--- src/rtl/pc_unit_if.sv ---
// pc_unit_if: control inputs and fetch/RAS status outputs of the program-counter unit
interface pc_unit_if #(parameter int WIDTH = 32);
  logic             Stall;
  logic             BranchTaken;
  logic [WIDTH-1:0] BranchTarget;
  logic             Jump;
  logic [WIDTH-1:0] JumpTarget;
  logic             Call;
  logic             Return;
  logic [WIDTH-1:0] PCResult;
  logic [WIDTH-1:0] PCPlusInc;
  logic             PCValid;
  logic             RasEmpty;
  logic             RasFull;
  logic             RasUnderflow;
  modport master (
    output Stall, BranchTaken, BranchTarget, Jump, JumpTarget, Call, Return,
    input  PCResult, PCPlusInc, PCValid, RasEmpty, RasFull, RasUnderflow
  );
  modport slave (
    input  Stall, BranchTaken, BranchTarget, Jump, JumpTarget, Call, Return,
    output PCResult, PCPlusInc, PCValid, RasEmpty, RasFull, RasUnderflow
  );
endinterface

--- src/rtl/pc_unit.sv ---
// pc_unit: fetch PC with branch/return/jump redirects, stall and a circular return-address stack
module pc_unit #(
  parameter int               WIDTH        = 32,
  parameter int               INC          = 4,
  parameter logic [WIDTH-1:0] RESET_VECTOR = '0,
  parameter int               RAS_DEPTH    = 4,
  parameter int               ALIGN_BITS   = 2
) (
  input logic       Clk,
  input logic       Reset,
  pc_unit_if.slave  bus
);
  localparam int PW = $clog2(RAS_DEPTH);
  localparam logic [WIDTH-1:0] ALIGN_MASK = {WIDTH{1'b1}} << ALIGN_BITS;
  logic [WIDTH-1:0] r_pc;
  logic             r_valid;
  logic [WIDTH-1:0] r_ras [RAS_DEPTH];
  logic [PW-1:0]    r_ptr;
  logic [PW:0]      r_cnt;
  logic             r_unf;
  logic [WIDTH-1:0] w_pc_inc;
  logic [WIDTH-1:0] w_next;
  logic [PW-1:0]    w_ptr_inc;
  logic             w_empty;
  logic             w_full;
  logic             w_ret;
  logic             w_push;
  logic             w_pop;
  always_comb begin
    w_pc_inc  = r_pc + WIDTH'(INC);
    w_ptr_inc = r_ptr + 1'b1;
    w_empty   = r_cnt == '0;
    w_full    = r_cnt == (PW+1)'(RAS_DEPTH);
    w_ret     = bus.Return & ~bus.BranchTaken;
    w_push    = bus.Jump & bus.Call & ~bus.BranchTaken & ~bus.Return;
    w_pop     = w_ret & ~w_empty;
    w_next    = bus.BranchTaken ? (bus.BranchTarget & ALIGN_MASK) :
                w_ret           ? (w_empty ? w_pc_inc : (r_ras[r_ptr] & ALIGN_MASK)) :
                bus.Jump        ? (bus.JumpTarget & ALIGN_MASK) :
                bus.Stall       ? r_pc : w_pc_inc;
  end
  // The first edge after reset only raises PCValid; PC and RAS stay put.
  always_ff @(posedge Clk) begin
    if (Reset) begin
      r_pc    <= RESET_VECTOR;
      r_valid <= 1'b0;
      r_ptr   <= '0;
      r_cnt   <= '0;
      r_unf   <= 1'b0;
    end else begin
      r_valid <= 1'b1;
      r_unf   <= r_valid & w_ret & w_empty;
      if (r_valid) begin
        r_pc <= w_next;
        if (w_push) begin
          r_ptr <= w_ptr_inc;
          r_cnt <= w_full ? r_cnt : r_cnt + 1'b1;
        end else if (w_pop) begin
          r_ptr <= r_ptr - 1'b1;
          r_cnt <= r_cnt - 1'b1;
        end
      end
    end
  end
  always_ff @(posedge Clk) begin
    if (!Reset && r_valid && w_push) r_ras[w_ptr_inc] <= w_pc_inc;
  end
  assign bus.PCResult     = r_pc;
  assign bus.PCPlusInc    = w_pc_inc;
  assign bus.PCValid      = r_valid;
  assign bus.RasEmpty     = w_empty;
  assign bus.RasFull      = w_full;
  assign bus.RasUnderflow = r_unf;
endmodule

--- src/flat_wrapper.sv ---
// flat-port wrapper written by rule: the top's interface ports become plain ports
module pc_unit_flat 
#(
  parameter int               WIDTH        = 32,
  parameter int               INC          = 4,
  parameter logic [WIDTH-1:0] RESET_VECTOR = '0,
  parameter int               RAS_DEPTH    = 4,
  parameter int               ALIGN_BITS   = 2
)
  (Clk, Reset, bus_Stall, bus_BranchTaken, bus_BranchTarget, bus_Jump, bus_JumpTarget, bus_Call, bus_Return, bus_PCResult, bus_PCPlusInc, bus_PCValid, bus_RasEmpty, bus_RasFull, bus_RasUnderflow);
  pc_unit_if #(.WIDTH(WIDTH)) bus_i ();
  input logic Clk;
  input logic Reset;
  input wire logic [$bits(bus_i.Stall)-1:0] bus_Stall;
  input wire logic [$bits(bus_i.BranchTaken)-1:0] bus_BranchTaken;
  input wire logic [$bits(bus_i.BranchTarget)-1:0] bus_BranchTarget;
  input wire logic [$bits(bus_i.Jump)-1:0] bus_Jump;
  input wire logic [$bits(bus_i.JumpTarget)-1:0] bus_JumpTarget;
  input wire logic [$bits(bus_i.Call)-1:0] bus_Call;
  input wire logic [$bits(bus_i.Return)-1:0] bus_Return;
  output wire logic [$bits(bus_i.PCResult)-1:0] bus_PCResult;
  output wire logic [$bits(bus_i.PCPlusInc)-1:0] bus_PCPlusInc;
  output wire logic [$bits(bus_i.PCValid)-1:0] bus_PCValid;
  output wire logic [$bits(bus_i.RasEmpty)-1:0] bus_RasEmpty;
  output wire logic [$bits(bus_i.RasFull)-1:0] bus_RasFull;
  output wire logic [$bits(bus_i.RasUnderflow)-1:0] bus_RasUnderflow;
  assign bus_i.Stall = bus_Stall;
  assign bus_i.BranchTaken = bus_BranchTaken;
  assign bus_i.BranchTarget = bus_BranchTarget;
  assign bus_i.Jump = bus_Jump;
  assign bus_i.JumpTarget = bus_JumpTarget;
  assign bus_i.Call = bus_Call;
  assign bus_i.Return = bus_Return;
  assign bus_PCResult = bus_i.PCResult;
  assign bus_PCPlusInc = bus_i.PCPlusInc;
  assign bus_PCValid = bus_i.PCValid;
  assign bus_RasEmpty = bus_i.RasEmpty;
  assign bus_RasFull = bus_i.RasFull;
  assign bus_RasUnderflow = bus_i.RasUnderflow;
  pc_unit #(.WIDTH(WIDTH), .INC(INC), .RESET_VECTOR(RESET_VECTOR), .RAS_DEPTH(RAS_DEPTH), .ALIGN_BITS(ALIGN_BITS)) u_core (.Clk(Clk), .Reset(Reset), .bus(bus_i));
endmodule
--- config.mk ---
export PLATFORM = sky130hd
export DESIGN_NAME = pc_unit_flat
export DESIGN_NICKNAME = d
export VERILOG_FILES = /design/src/rtl/pc_unit_if.sv /design/src/rtl/pc_unit.sv /design/src/flat_wrapper.sv
export SDC_FILE = /design/constraint.sdc
export NUM_CORES = 1
export LEC_CHECK = 0
export ABC_CLOCK_PERIOD_IN_PS = 4400
export BUFFER_PORTS_ARGS = -buffer_cell sky130_fd_sc_hd__buf_2
export CORE_AREA = 2 2 122 124
export DETAILED_ROUTE_END_ITERATION = 8
export DIE_AREA = 0 0 124 126
export PLACE_DENSITY = 0.78
export SKIP_CTS_REPAIR_TIMING = 1
export SLEW_MARGIN = 5
export SYNTH_ARGS = -nofsm -noshare
export SYNTH_HDL_FRONTEND = slang
export SYNTH_SLANG_ARGS = --single-unit
--- constraint.sdc ---
create_clock -name Clk -period 4.4 [get_ports Clk]
set_input_delay 0.66 -clock Clk [delete_from_list [all_inputs] [get_ports Clk]]
set_output_delay 0.66 -clock Clk [all_outputs]
set_load 0.01 [all_outputs]
# --- Word-level counts from Yosys, hierarchy flattened ---
# Memory sizes are Yosys's and may differ from the RTL's. A register that Yosys moved wholly into a read port is not among the register bits.
# Cells that the tools add are included.
word_totals:
  register_bits: 39
  latchBits: 0
  mem_bits_rw: 128
  mem_bits_ro: 0
  in_bits: 71
  output_inout_bits: 68
  wordCells: 47
  n_memories: 1
op_classes:
  add_sub_neg: 5
  n_mul: 0
  div_mod_pow: 0
  n_lt_le_gt_ge: 0
  eq_ne: 3
  n_shift: 0
  n_mux: 15
  bitwise_logic: 10
  n_reduce_logical: 8
mem_list:
  columns: ["name", "depth", "width", "rd", "rd_clocked_by_memory_dff", "write_ports", "line_no", "rtl"]
  rows:
  - ["u_core.r_ras", 4, 32, 1, 1, 1, "pc_unit.sv:17", "logic [WIDTH-1:0] r_ras [RAS_DEPTH];"]
ops:
  columns: ["cell", "n"]
  rows:
  - ["2-to-1 mux 32 bit", 5]
  - ["adder 32 x 3 -> 32 bit, second input constant", 1]
  - ["2-to-1 mux 3 bit", 3]
  - ["2-to-1 mux 2 bit", 4]
  - ["AND 1 bit", 7]
  - ["!= test 4 x 1 -> 1 bit, second input constant", 1]
  - ["AND reduction 2 bit", 2]
  - ["adder 3 x 1 -> 3 bit, second input constant", 1]
  - ["== test 3 bit, second input constant", 1]
  - ["logical NOT 3 bit", 1]
  - ["2-to-1 mux 1 bit", 3]
  - ["NOT 1 bit", 3]
  - ["AND reduction 3 bit", 1]
  - ["subtractor 3 x 1 -> 3 bit, second input constant", 1]
  - ["adder 2 x 1 -> 2 bit, second input constant", 1]
  - ["logical AND 1 bit", 2]
  - ["!= test 2 bit, second input constant", 1]
  - ["nonzero test 2 bit", 1]
  - ["subtractor 2 x 1 -> 2 bit, second input constant", 1]
  - ["logical NOT 1 bit", 1]

# --- Logic depth before layout (Yosys ltp) ---
logic_depth:
  word_depth: 7
  ltp_mapped: 8
  ltp_nobuf: 7

# --- Worst setup path after synthesis ---
# Ideal clock, no wire load.
synth_path:
  path_kind: "input to register"
  start: "input port bus_BranchTaken"
  end: "memory u_core.r_ras[0][10], enable pin"
  setup_ns: 0.390
  t_arrival_ns: 2.154
  setup_slack_ns: 1.856
  cell_stages: 5
  path_cell_list: "buf_2 -> and4bb_2 -> inv_1 -> nor2_1 -> and2_1"
synth_between:
  elab_chain_cells: 6
synth_rtl:
  columns: ["element", "line_no", "rtl"]
  rows:
  - ["from (decl)", "flat_wrapper.sv:15", "input wire logic [$bits(bus_i.BranchTaken)-1:0] bus_BranchTaken;"]
  - ["NOT 1 bit", "pc_unit.sv:35", "w_push = bus.Jump & bus.Call & ~bus.BranchTaken & ~bus.Return;"]
  - ["AND 1 bit (2 in series)", "pc_unit.sv:35", null]
  - ["logical AND 1 bit", "pc_unit.sv:66", "if (!Reset && r_valid && w_push) r_ras[w_ptr_inc] <= w_pc_inc;"]
  - ["2-to-1 mux 1 bit", "pc_unit.sv:66", null]
  - ["2-to-1 mux 1 bit (not written as such)", "pc_unit.sv:66", null]
  - ["to (decl)", "pc_unit.sv:17", null]
# No other way between the ends.

# --- Worst setup path after layout ---
layout_path:
  start: "register u_core.r_pc[2], in the netlist u_core.bus.PCResult[2]"
  end: "output port bus_PCPlusInc[30]"
layout_between:
  elab_chain_cells: 1
layout_rtl:
  columns: ["element", "line_no", "rtl"]
  rows:
  - ["from (decl)", "pc_unit.sv:15", "logic [WIDTH-1:0] r_pc;"]
  - ["from (signal assigned)", "pc_unit.sv:54", "r_pc <= w_next;"]
  - ["adder 32 x 3 -> 32 bit", "pc_unit.sv:30", "w_pc_inc = r_pc + WIDTH'(INC);"]
  - ["to (decl)", "flat_wrapper.sv:22", "output wire logic [$bits(bus_i.PCPlusInc)-1:0] bus_PCPlusInc;"]
# No other way between the ends.

==> reports/summary.txt <==
outcome = complete, no violations
Layout fillers = 1097
Startpoint Class = register
Avg WL per Cell = 24.4 um
Fin. Hold Viols = 0
worst-path maximum fanout = 9
Max rail drop VDD = 324 uV
Yosys Warn Count = 0
layout cells sized above 1 = 0.299
clock root cell = clkbuf_16
switching share of power = 0.248
total global-route track usage = 0.296
final WL = 22500 um
min-delay src = bus_BranchTarget[6]
Post-DRT Antenna Nets = 0
gpl congestion = 0.908
Seq pwr share = 0.495
Least-Margin Pin Slew = 1.29 ns
post-layout min period = 3.79 ns
DRC Markers = 0
critical-path cell list = ha_1, nand4_1, nor2_1, nand4_1, xnor2_1, buf_2
asr flop ratio synth = 0
normalized max-slew margin = 0.138
Lkg Pwr = 3.39 nW
initial core utilization = 0.542
RSZ-0062 raised after global routing = false
final cycle utilization of the critical path = 0.862
Clk Latency, worst-skew pair = 0.43 ns
Core ar. = 14300 um2
largest net degree at the start of global routing = 28
TNS Setup = 0 ns
area leader, netlist = edfxtp_1
CP endpoint kind = output pin
CTS tree = built
total gr overflow = 0
Worst Hold End = u_core.bus.PCResult[6]
cell types with the highest counts after synthesis = edfxtp_1, dfxtp_1, nand2_1, mux4_2, nor2_1
CP Launch Point = u_core.bus.PCResult[2]
Post-Synthesis Cells = 603
post-route cell area = 9090 um2
max-slew violation count = 0
CTS HTree Levels = 4
register bit count reported by yosys = 159
Die Span Y = 126 um
syn_area_per_cell = 12.9 um2
Worst R2R Path Depth = 5
CP max-delay cell = nor2_1
Post-synth EDFFs = 120
Hold Crit Depth = 3
PortBufs = 130
Worst Path Class, Setup = reg -> out
top post-synthesis cells by area = edfxtp_1, dfxtp_1, mux4_2, a221oi_1, xnor2_1
die area = 15600 um2
Bufs and invs on worst path = 1
register-to-register setup slack = 1.56 ns
CTS buffer count = 17
maxcap violations = 0
Vias = 6184
Placed Instance Area = 8550 um2
most frequent CP cell = nand4_1
FMAX = 264 MHz
clock sink count = 159
sequential element share of the synthesized area = 0.565
TritonRoute pass-1 iters = 5
1st-iter DRT viols = 827
combinational power share = 0.112
most frequent cell after synthesis = edfxtp_1
Internal = 2.60 mW
Most used DFF post-synth = edfxtp_1
PD cells = 381 nW/um2
# diodes = 0
CTS max path bufs = 2
Chip Width = 124 um
vias in the first global route = 5974
Fin Clk Skew = 0.0114 ns
endpoints failing setup = 0
Synth cell types = 83
global-route wire length before repair = 33700 um
Post-Synthesis Cell Area = 7760 um2
initial antenna violation count = 0
Worst Hold Class = in -> reg
share of the synthesized area in the top cell type = 0.465
critical path arrival = 3.13 ns
Worst R2R Start = u_core.bus.PCValid
CP top delay family = simple AND/OR/NAND/NOR gates
NetSw = 0.857 mW
# nets final = 803
final HPWL from detailed placement = 15200 um
Clk pin slew, worst setup/hold paths = 0.06 ns
via/cell ratio = 6.70
# IOs = 139
Clock power frac = 0.393
worst r2r dst = u_core.bus.PCResult[20]
# rows = 44
delay of the slowest cell on the worst path = 0.60 ns
WP data required = 3.74 ns
Syn-to-layout area delta = 17.2%
[worst register-to-register path, cell delays in order, from the launching register on]
cell and delay [ns]:
dfxtp_1 0.60, nand2b_1 0.25, nor2_1 0.95, o21ai_0 0.39
o32ai_1 0.41, o2bb2ai_1 0.16
[cell usage in the layout (no fill, tap or decap), drive strengths merged, types with 9 or more instances in the layout]
master	n
nor3	18
inv	16
a221oi	18
xor2	13
xnor2	17
nand3	22
nand2b	10
nand4	9
mux4	30
or3	11
clkbuf	24
nor2	30
nand2	35
a21oi	15
dfxtp	39
edfxtp	120
buf	142
o21ai	25
nor4	10
[cells by family (layout without fill, tap and decap cells)]
| logic type | count (synthesis) | after routing | synth area share |
|---|---|---|---|
| xor gates and xnor gates | 30 | 30 | 0.0339 |
| other | 1 | 4 | 0.000483 |
| DFF | 159 | 159 | 0.565 |
| muxes | 37 | 37 | 0.0963 |
| adders and majority gates | 6 | 6 | 0.0106 |
| AOI/OAI and AO/OA | 129 | 129 | 0.126 |
| buffers and inverters | 58 | 191 | 0.0345 |
| and+or+nand+nor | 183 | 183 | 0.133 |
[layout make-up]
cell class	count	area, um2	share of cell area
Clock inverter	8	65.1	0.00716
Timing Repair Buffer	142	753	0.0829
Clock buffer	24	472	0.0519
Inverter	17	66.3	0.00730
Sequential cell	159	4390	0.483
Tap cell	184	230	0.0253
Multi-Input combinational cell	389	3120	0.343
[power by group through the flow]
stage	Clock, mW	Combinational [mW]	Sequential [mW]
2_1_floorplan	0	0.229	1.73
3_3_place_gp	0	0.366	1.74
3_5_place_dp	0	0.377	1.74
4_1_cts	1.37	0.380	1.71
5_1_grt	1.43	0.414	1.72
6_report	1.36	0.388	1.71
[stage by stage]
| stage | cells | hold WS, ns | util | power (mW) | setup WS (ns) |
|---|---|---|---|---|---|
| final | 923 | 0.535 | 0.635 | 3.46 | 0.606 |
| after global routing | 923 | 0.529 | 0.635 | 3.56 | 0.491 |
| after CTS | 923 | 0.513 | 0.635 | 3.46 | 0.723 |
| after detailed placement | 891 | 0.513 | 0.597 | 2.12 | 1.22 |
| after global placement | 891 | 0.495 | 0.597 | 2.10 | 1.28 |
| after floorplan | 606 | 0.522 | - | 1.96 | 1.86 |
[routing by layer]
metal | vias up | GRT usage | wire length, um
li1 | 2629 | - | -
met1 | 3015 | 0.402 | 8750
met2 | 468 | 0.445 | 10400
met3 | 72 | 0.0892 | 2640
met4 | 0 | 0.128 | 708
met5 | - | 0 | 0
[sequential cells by signal, summed over array words and instances, names as in the netlist, named ones only]
signal                   flops
u_core.bus.PCResult         30
u_core.bus.PCValid           1
u_core.bus.RasUnderflow      1
u_core.r_cnt                 3
u_core.r_ptr                 2
u_core.r_ras               120
[worst max path at each step]
stage / end / depth (start not counted)
5_1_grt: bus_PCPlusInc[30] / 6
3_5_place_dp: bus_PCPlusInc[30] / 6
3_3_place_gp: bus_PCPlusInc[30] / 6
6_report: bus_PCPlusInc[30] / 6
4_1_cts: bus_PCPlusInc[30] / 6
2_1_floorplan: u_core.r_ras[0][10] / 5
Power figures use the tool's default switching activity.
